`src/rtl/gaussian_stream_ctrl.sv`:
```
// gaussian_stream_ctrl: clock-enable gating, valid/bubble slot tagging and
// frame accounting around an external fixed-latency Gaussian blur core.
module gaussian_stream_ctrl #(
  parameter int DATA_W   = 8,
  parameter int PIPE_LAT = 5,
  parameter int IMG_W    = 640,
  parameter int IMG_H    = 480
) (
  input  logic              clk,
  input  logic              global_reset_n,
  input  logic              start,
  input  logic              din_empty,
  input  logic [DATA_W-1:0] data_in,
  output logic              rd_en,
  input  logic              full,
  output logic              wr_en,
  output logic [DATA_W-1:0] data_out,
  output logic [DATA_W-1:0] core_din,
  output logic              core_clk_en,
  output logic              core_sreset,
  input  logic [DATA_W-1:0] core_dout,
  output logic              busy,
  output logic              frame_done
);

  localparam int TOTAL = IMG_W * IMG_H;
  localparam int CNT_W = $clog2(TOTAL + 1);
  localparam logic [CNT_W-1:0] LAST_IDX = CNT_W'(TOTAL - 1);

  typedef enum logic [2:0] {IDLE, CLEAR, RUN, DRAIN, DONE} state_t;

  state_t              state_reg, state_next;
  logic [PIPE_LAT-1:0] tag_reg, tag_next, tag_shifted, tag_after;
  logic [CNT_W-1:0]    in_cnt_reg, in_cnt_next;
  logic [CNT_W-1:0]    out_cnt_reg, out_cnt_next;
  logic                in_run, in_drain, result_pending, advance;

  // Slot 0 receives "real pixel" only while popping upstream; DRAIN feeds bubbles.
  assign tag_shifted[0] = in_run;
  generate
    for (genvar gi = 1; gi < PIPE_LAT; gi++) begin : g_tag_shift
      assign tag_shifted[gi] = tag_reg[gi-1];
    end
  endgenerate

  // Handshake path: purely combinational from state, tags, din_empty and full.
  always_comb begin
    in_run         = (state_reg == RUN);
    in_drain       = (state_reg == DRAIN);
    result_pending = tag_reg[PIPE_LAT-1];
    // Only a real result at the core output can be blocked by a full FIFO;
    // bubbles are simply discarded, so they never stall the pipeline.
    advance        = ((in_run && !din_empty) || in_drain) && !(full && result_pending);
    tag_after      = advance ? tag_shifted : tag_reg;
    core_clk_en    = advance;
    rd_en          = advance && in_run;
    wr_en          = advance && result_pending;
    core_din       = in_run ? data_in : '0;
    core_sreset    = (state_reg == CLEAR);
    busy           = (state_reg != IDLE);
    frame_done     = (state_reg == DONE);
    data_out       = core_dout;
  end

  // Next-state, tag shifting and pixel counters.
  always_comb begin
    state_next   = state_reg;
    tag_next     = tag_reg;
    in_cnt_next  = in_cnt_reg;
    out_cnt_next = out_cnt_reg;
    case (state_reg)
      IDLE: begin
        if (start) state_next = CLEAR;
      end
      CLEAR: begin
        tag_next     = '0;
        in_cnt_next  = '0;
        out_cnt_next = '0;
        state_next   = RUN;
      end
      RUN: begin
        // The final pop still completes in this cycle; draining starts next.
        if (rd_en && (in_cnt_reg == LAST_IDX)) state_next = DRAIN;
      end
      DRAIN: begin
        // Leave only once no real result remains anywhere in the core.
        if (tag_after == '0) state_next = DONE;
      end
      DONE: begin
        state_next = IDLE;
      end
      default: begin
        state_next = IDLE;
      end
    endcase
    if (advance) tag_next = tag_shifted;
    if (rd_en) in_cnt_next = in_cnt_reg + CNT_W'(1);
    if (wr_en) out_cnt_next = out_cnt_reg + CNT_W'(1);
  end

  // State, tag and counter registers; reset may strike mid-frame.
  always_ff @(posedge clk or negedge global_reset_n) begin
    if (!global_reset_n) begin
      state_reg   <= IDLE;
      tag_reg     <= '0;
      in_cnt_reg  <= '0;
      out_cnt_reg <= '0;
    end else begin
      state_reg   <= state_next;
      tag_reg     <= tag_next;
      in_cnt_reg  <= in_cnt_next;
      out_cnt_reg <= out_cnt_next;
    end
  end

endmodule

```
`config.mk`:
```
export PLATFORM = sky130hd
export DESIGN_NAME = gaussian_stream_ctrl
export DESIGN_NICKNAME = d
export VERILOG_FILES = /design/src/rtl/gaussian_stream_ctrl.sv
export SDC_FILE = /design/constraint.sdc
export NUM_CORES = 1
export LEC_CHECK = 0
export CAP_MARGIN = 20
export CORE_MARGIN = 2
export CORE_UTILIZATION = 51
export DETAILED_ROUTE_END_ITERATION = 6
export GPL_ROUTABILITY_DRIVEN = 1
export PLACE_DENSITY_LB_ADDON = 0.1
export SLEW_MARGIN = 40
export SYNTH_ARGS = -nofsm -noshare
export SYNTH_HDL_FRONTEND = slang
export SYNTH_SLANG_ARGS = --single-unit
```
`constraint.sdc`:
```
create_clock -name clk -period 3 [get_ports clk]
set_clock_uncertainty 0.1 [all_clocks]
set_input_delay 0.3 -clock clk [delete_from_list [all_inputs] [get_ports clk]]
set_output_delay 0.3 -clock clk [all_outputs]
set_load 0.02 [all_outputs]
```
==> results.md <==
* Placed cell count at 221
* Slew @ Worst Pin at 0.517 ns
* First-pass GRT wire length at 5380 um
* Prevailing post-synth register cell: dfrtp_1
* Worst Hold Class: primary input to async pin
* Critical path data arrival time at 2.37 ns
* Area growth, synth to finish at 16.6%
* Initial Util at 0.524
* Worst-Skew Late Latency at 0.34 ns
* Maximum fanout along the worst path at 13
* Pre-CTS setup slack at 0.470 ns
* Max frequency at 361 MHz
* Period minus WS final at 2.77 ns
* Pre-antenna DRT Iters at 4
* Endpoints failing setup at 0
* Startpoint types: register
* Final Net Count at 215
* Total Routing Usage GR at 0.201
* Hold slack at 0.212 ns
* Path depth of the worst reg2reg path at 4
* Final period util at 0.924
* Initial antenna violation count at 0
* Crit end category: primary output
* Detailed Place HPWL at 2440 um
* DR iter-0 viols at 75
* Max reg flops at 19
* Crit Path Category: register to primary output
* Grt ovf at 0
* Drt via density at 5.89
* Finished Layout Cells at 225
* Post-route ant nets at 0
* Core area at 2980 um^2
* Fraction of registers with async set/reset at 1.00
* Pwr per Cell Area at 481 nW/um^2
* Post-Syn Area at 1560 um^2
* Num CTS Buffers at 3
* Reg2Reg Setup Slack at 1.00 ns
* Reg area at 676 um^2
* Via count at 1326
* Dpl cell area at 1790 um^2
* CTS tree: built
* Maxcap violations at 0
* Num Clock Sinks at 27
* # DRC at 0
* Yosys cell types at 37
* Number of synthesized register bits at 27
* Clk slew on worst S/H paths at 0.16 ns
* Number of global-route vias before repair at 1205
* Slew HR at 0.655
* Final worst slack at 0.228 ns
* Share of layout cells above drive strength 1 at 0.0677
* Clk buf depth at 2
* Wirelength per Cell at 14.5 um
* Total power at 0.876 mW
* Worst reg2reg path startpoint: state_reg[0]
* Mapped Cells at 175
* Rows at 20
* Post-CTS Setup Bufs at 0
* Final hold viol count at 0
* Area of the multi-input gates at 771 um^2
* # diodes at 0
* Static Leak at 0.840 nW
* RSZ-0062 raised after global routing: false
* Peak VDD IR at 0.000400 V
* Die height at 59.3 um
* Fin area at 1820 um^2
* Die width at 59.3 um
* Seq/Total Area, Yosys at 0.433
* H-tree depth at 1
* Largest net degree at the start of global routing at 28
* Final WL at 3270 um
* R2R Path End: in_cnt_reg[5]
* Status: completed
* Filler cells at 257
* Top Ports at 43
* Core Util, Final at 0.611
* Slew Viols, Final at 0
* Setup tns final at 0 ns
* Synthesis warning total at 0
* Die Area at 3520 um^2
* Avg Cell Area, Syn at 8.92 um^2
* Clk root buf: clkbuf_4
* Synth Net Count at 197
* Final GP Congestion at 0.784
* Port bufs at 26
* Post-synth EDFFs at 0
* Critical path data required time at 2.60 ns
per-layer routing:
layer  share of wire  up-vias  track usage  wire [um]
met3           0.077        5       0.0284        251
met4           0.015        0       0.0844         48
met2            0.45       45        0.330       1480
li1                -      650            -          -
met5               0        -            0          0
met1            0.46      626        0.266       1490
final cells by class:
cell class | instances | share of cell area
Clock buffer | 3 | 0.0124
Clock inverter | 1 | 0.00275
Inverter | 8 | 0.0165
Multi-Input combinational cell | 125 | 0.423
Sequential cell | 27 | 0.371
Tap cell | 33 | 0.0227
Timing Repair Buffer | 28 | 0.151
layout by cell type, fill, tap and decap left out, drive strengths merged, types with 3 or more instances in the layout:
cell,n
and2,11
or3,3
nor2,5
o21ai,12
nand3,6
inv,8
nand4,8
clkdlybuf4s50,26
clkbuf,3
dfrtp,27
a21o,3
and3,7
nand2,28
nor4,4
a21oi,12
mux2i,8
worst max path at each step:
| stage | from | end | slack [ns] | cells after the start |
|---|---|---|---|---|
| after detailed placement | state_reg[1] | rd_en | 0.47 | 4 |
| after floorplan | state_reg[0] | in_cnt_reg[11] | 1.26 | 5 |
| after CTS | state_reg[1] | rd_en | 0.07 | 4 |
| final | state_reg[1] | rd_en | 0.23 | 4 |
| after global placement | full | rd_en | 0.50 | 5 |
| after global routing | state_reg[1] | rd_en | 0.04 | 4 |
report_power, final:
part / switching (mW) / total (mW) / internal, mW / leakage, nW
clock: 0.113 / 0.163 / 0.0502 / 0.0177
combinational: 0.137 / 0.238 / 0.101 / 0.502
sequential: 0.0585 / 0.475 / 0.416 / 0.321
total: 0.308 / 0.876 / 0.567 / 0.840
critical path: stages, from the launching register on:
cell             delay, ns
dfrtp_1               0.51
nor3b_4               0.41
nand2_2               0.23
inv_2                 0.24
clkdlybuf4s50_1       0.64
cells by family (layout without fill, tap and decap cells):
family | after synthesis | in the layout | share of synthesized area
simple gates | 80 | 80 | 0.293
compound gates | 36 | 36 | 0.137
flops | 27 | 27 | 0.433
fa+ha+maj | 1 | 1 | 0.00801
mux | 8 | 8 | 0.0513
buf+inv | 23 | 40 | 0.0777
Yosys cell counts, types with 2 or more instances:
library cell  instances  area, um^2
o21ai_1               2        10.0
nor4_1                2        12.5
nor4_4                2        42.5
o22ai_1               2        12.5
inv_1                 7        26.3
a21oi_1              11        55.1
or3_1                 3        18.8
nand3_1               6        30.0
mux2i_1               8        80.1
nor2_1                5        18.8
o21ai_0              10        50.1
nand4_1               8        50.1
clkbuf_1              5        18.8
dfrtp_1              27         676
a31oi_1               2        12.5
and2_1               11        68.8
nand2_1              27         101
buf_4                 9        67.6
nor3_1                2        10.0
a21o_1                3        22.5
and3_1                7        43.8
what timing repair did:
| item | in CTS | in global routing |
|---|---|---|
| endpoints found under the setup margin | 0 | 1 |
| gates resized for setup | 0 | 1 |
| hold endpoints to repair | 0 | 0 |
| hold buffers | 0 | 0 |
No activity file was read; power rests on OpenSTA's default activity.
==> edit 1, RTL diff (config.mk and constraints unchanged) <==
Take the reset off `tag_reg` and load it in a clocked block of its own.
--- a/src/rtl/gaussian_stream_ctrl.sv
+++ b/src/rtl/gaussian_stream_ctrl.sv
@@ -102,16 +102,18 @@
   always_ff @(posedge clk or negedge global_reset_n) begin
     if (!global_reset_n) begin
       state_reg   <= IDLE;
-      tag_reg     <= '0;
       in_cnt_reg  <= '0;
       out_cnt_reg <= '0;
     end else begin
       state_reg   <= state_next;
-      tag_reg     <= tag_next;
       in_cnt_reg  <= in_cnt_next;
       out_cnt_reg <= out_cnt_next;
     end
   end
 
+  always_ff @(posedge clk) begin
+    tag_reg <= tag_next;
+  end
+
 endmodule
 
Function: same outputs for any inputs over 10 cycles, from zero or initial values and one cycle with global_reset_n low; that may be too few to reach the edited logic, so the function may still have changed.
==> edit 1 against the unedited design <==
- wire length is 1.2% lower
- synthesized cell count decreased by 5.1%
- final area shrank 0.28%
- hold slack gained 140 ps
- sequential cell count unchanged
- via count down 2.5%
- critical path depth is 1 lower
- setup slack improved by 170 ps
- synthesized area decreased by 0.40%
- utilization decreased by 0.17 points
- critical path type unchanged
Power is not compared: it rests on default switching activity, and its combinational part moved more than twofold at a synthesized area within 25%.
==> edit 1: results (changes against the unedited design) <==
status:
  outcome: "finished clean"
setup_path:
  reg2reg_depth: 6  # +2
  reg2reg_slack_ps: 1040  # +40 ps
  cp_max_fo: 10  # -3
  worst_ep_arrival_time_ps: 2210  # -160 ps
  crit_path_max_incr_delay_ps: 610  # -30 ps
  cp_slowest_cell: "or3b_2"
  r2r-end: "in_cnt_reg[3]"
sta:
  hold_ws_ps: 350.1  # +138.1 ps
  finalWorstSetupSlack_ps: 394.0  # +165.7 ps
  tightest_slew_ps: 478.7  # -38.33 ps
place:
  dp.final_hpwl_mm: 2.482  # +1.9%
  gp_congestion: 0.7990  # +1.9%
  post-place-ws_ps: 700.0  # +230.0 ps
drt:
  routed-via-count: 1293  # -2.5%
  routedWlPerCell_um: 14.77  # +1.5%
  drtIter0Drc: 65  # -13%
  route.met2.wl_mm: 1.670  # +13%
  drt-met1-wl_mm: 1.376  # -7.7%
finish:
  nNetsFinal: 209  # -2.8%
  nFillCells: 284  # +11%
  final_layout_size_suffix_gt1_share_pct: 5.914  # -0.86 points
yosys:
  ys_top_cells_by_count: "nand2_1, dfrtp_1, and2_1, buf_4, nand3_1"
  yosys.area_share.xor_xnor_pct: 0.5632  # +0.56 points
  synth_compound_area_share_pct: 12.39  # -1.3 points
  synth_mux_area_share_pct: 5.149  # +0.021 points
  async_reset_ff_share_pct: 81.48  # -19 points
  ys_types: 36  # -2.7%
  synth_nets: 188  # -4.6%
  seq_area_frac_synth_pct: 45.05  # +1.8 points
  synth_area_leaders: "dfrtp_1, edfxtp_1, and2_1"
global_routing:
  groute.usage.overall_pct: 20.53  # +0.39 points
  grt_pass1_wl_mm: 5.568  # +3.6%
cts:
  clkLatencyLatePin_ps: 320  # -20 ps
  clkTransAtPathRegs_ps: 140  # -20 ps
[edit 1: changes by cell type after synthesis, sizes merged, moves of 2 or more]
cell	unedited run	this run
a211oi	0	2
and2	11	14
clkbuf	5	2
a21oi	12	8
nand2	28	23
edfxtp	0	5
o21ai	12	7
and3	7	2
dfrtp	27	22
nand3	6	9
a31oi	2	6
[edit 1: per-layer routing]
layer / vias to the layer above / GRT usage, %
li1: 630 / -
met1: 622 / 26.30
met2: 37 / 33.75
met3: 4 / 3.712
met4: 0 / 9.091
met5: - / 0
[edit 1: cells by family after synthesis]
group,after synthesis
adders and majority gates,1
AOI/OAI and AO/OA,31
muxes,8
buffers and inverters,20
and+or+nand+nor,78
DFF,27
xor gates and xnor gates,1
[edit 1: where the power goes]
| group | internal [mW] | total, mW | switching, mW |
|---|---|---|---|
| clock | 0.0520 | 0.153 | 0.101 |
| combinational | 0.274 | 0.585 | 0.312 |
| sequential | 0.515 | 0.665 | 0.150 |
| total | 0.840 | 1.40 | 0.562 |
[edit 1: area by class of cell]
| cell class | count | area [sq um] | share of cell area (%) |
|---|---|---|---|
| inverter | 8 | 30.03 | 1.654 |
| tap | 33 | 41.29 | 2.274 |
| sequential | 27 | 700.7 | 38.59 |
| clock buffer | 4 | 26.28 | 1.447 |
| multi-input combinational | 119 | 744.5 | 41.01 |
| timing repair buffer | 28 | 272.8 | 15.02 |
[edit 1: worst max-delay path, delay by kind of cell, from the launching register on]
kind / cells / cell delay, ps
buffers and inverters: 2 / 760
and+or+nand+nor: 1 / 610
DFF: 1 / 510
[edit 1: timing repair]
item / in CTS / in global routing
resized for setup: 0 / 0
endpoints found under the hold margin: 22 / 0
hold buffers: 1 / 0
==> edit 2, RTL diff (config.mk and constraints unchanged) <==
Made on the original files. The parameter `IMG_W` goes from 640 to 160.
--- a/src/rtl/gaussian_stream_ctrl.sv
+++ b/src/rtl/gaussian_stream_ctrl.sv
@@ -3,7 +3,7 @@
 module gaussian_stream_ctrl #(
   parameter int DATA_W   = 8,
   parameter int PIPE_LAT = 5,
-  parameter int IMG_W    = 640,
+  parameter int IMG_W    = 160,
   parameter int IMG_H    = 480
 ) (
   input  logic              clk,
Behaviour: same outputs for any inputs over 10 cycles, from zero or initial values and one cycle with global_reset_n low; that may be too few to reach the edited logic, so the function may still have changed.
==> edit 2 against the unedited design <==
- critical path depth unchanged
- largest cell class unchanged
- wire length decreased by 1.0%
- cell count decreased by 5.8%
- global-route usage increased by 0.91 points
- final area decreased by 6.9%
- sequential share of layout area decreased by 0.21 points
- sequential cell count decreased by 2
- setup slack improved by 90 ps
- register-to-register slack got worse by 150 ps
- synthesized cell count decreased by 7.4%
- via count decreased by 4.9%
- synthesized area decreased by 7.0%
Power is not compared: it rests on default switching activity, and its combinational part moved more than twofold at a synthesized area within 25%.
==> edit 2: results (changes against the unedited design) <==
status:
  outcome: "finished clean"
yosys:
  ys_warn_count: 0  # unchanged
  synth_nets: 184  # -6.6%
  seq_area_frac_synth_pct: 43.07  # -0.20 points
  yosys.area_share.xor_xnor_pct: 0.6029  # +0.60 points
  synth_compound_area_share_pct: 14.04  # +0.34 points
  async_reset_ff_share_pct: 100.0  # unchanged
  synth_mux_area_share_pct: 4.134  # -0.99 points
  ys_types: 41  # +11%
  synth_area_leaders: "dfrtp_1, nand2_1, and2_1"
  ys_top_cells_by_count: "dfrtp_1, nand2_1, nand3_1, and2_1, o21ai_0"
  synth_fa_ha_area_share_pct: 0.8613  # +0.060 points
finish:
  final_layout_size_suffix_gt1_share_pct: 4.972  # -1.8 points
  largest_reg_flops: 17  # -2
  nNetsFinal: 204  # -5.1%
  antenna_cells: 0  # unchanged
global_routing:
  grtUsageMet2_pct: 35.23  # +2.3 points
  met1_usage_pct: 27.03  # +0.43 points
  groute.usage.overall_pct: 21.05  # +0.91 points
  grt_pass1_wl_mm: 5.416  # +0.76%
  grt_pass1_vias: 1215  # +0.83%
  grt_max_degree: 26  # -7.1%
  antenna_found_initial: 0  # unchanged
  use_met3_pct: 2.948  # +0.11 points
setup_path:
  worst_ep_arrival_time_ps: 2280  # -90 ps
  path_delay_family: "buffers and inverters"
  cp-startpoint: "state_reg[0]"
  crit_end: "rd_en"
  cp_slowest_cell: "clkdlybuf4s50_1"
  r2r-start: "state_reg[0]"
  cp_max_fo: 10  # -3
  reg2reg_depth: 5  # +1
  reg2reg_slack_ps: 850  # -150 ps
  r2r-end: "in_cnt_reg[15]"
  crit_path_max_incr_delay_ps: 640  # about the same
pwr:
  ir_drop_mv: 0.5021
  p_leak_nw: 0.7255
place:
  port_buffers: 26  # unchanged
  dp.final_hpwl_mm: 2.394  # -1.7%
  place_area_sq_um: 1669  # -6.6%
  gp_congestion: 0.8403  # +7.1%
cts:
  post_cts_buffers: 0  # unchanged
  clock-root-buffer: "clkbuf_4"
  cts_made_buffers: 3  # unchanged
  ctsResizeCount: 0  # unchanged
  clkTransAtPathRegs_ps: 130  # -30 ps
  htreeDepth: 1  # unchanged
  clock_path_buffers: 2  # unchanged
  clkLatencyLatePin_ps: 320  # -20 ps
drt:
  firstDrtPassIters: 4  # unchanged
  drtIter0Drc: 34  # -55%
  routed_wirelength_mm: 3.240  # -1.0%
  routed-via-count: 1261  # -4.9%
sta:
  tightest_slew_ps: 718.4  # +201.4 ps
  fin_setup_tns_ps: 0  # unchanged
hold_path:
  hold_path_class: "in2async"
## edit 2: cell count changes in the layout (fill, tap and decap cells not counted), moves of 4 or more
cell	change
a21oi_1	-9
and3_1	-5
nand2_1	-5
nand3_1	+5
nand4_1	-4
nor4_1	+4
## edit 2: where the power goes
| part | internal [mW] | leakage, nW | switching (mW) | total (mW) |
|---|---|---|---|---|
| sequential | 0.404 | 0.339 | 0.0824 | 0.486 |
| clock | 0.0521 | 0.0150 | 0.0984 | 0.151 |
| combinational | 0.266 | 0.372 | 0.328 | 0.594 |
| total | 0.722 | 0.726 | 0.509 | 1.23 |
## edit 2: layout make-up
class | instances | area, sq um
Clock buffer | 4 | 26.28
Fill cell | 249 | 1039
Inverter | 6 | 22.52
Multi-Input combinational cell | 117 | 699.4
Sequential cell | 25 | 625.6
Tap cell | 31 | 38.79
Timing Repair Buffer | 29 | 282.8
## edit 2: metrics by stage
stage	worst slack (ps)	hold slack [ps]	cells	utilization, %	power (mW)
floorplan	1126	-95.59	162	-	0.8843
global placement	501.9	371.1	208	61.05	1.064
detailed placement	470.0	380.5	208	61.05	1.086
CTS	277.2	231.3	212	62.01	1.238
global route	124.0	239.4	212	62.01	1.316
finish	317.8	219.9	212	62.01	1.231
## edit 2: kinds of logic (layout without fill, tap and decap cells)
| logic type | Yosys count | in the layout |
|---|---|---|
| AND/OR/NAND/NOR | 78 | 78 |
| AO/OA/AOI/OAI | 31 | 31 |
| flip-flops | 25 | 25 |
| buffers and inverters | 20 | 39 |
| multiplexers | 6 | 6 |
| adder cells (fa/ha/maj) | 1 | 1 |
| XOR/XNOR | 1 | 1 |
## edit 2: metal layers
metal	vias to the layer above	wire length (um)
met5	-	0
li1	609	-
met4	0	57
met2	35	1632
met3	9	134
met1	608	1415
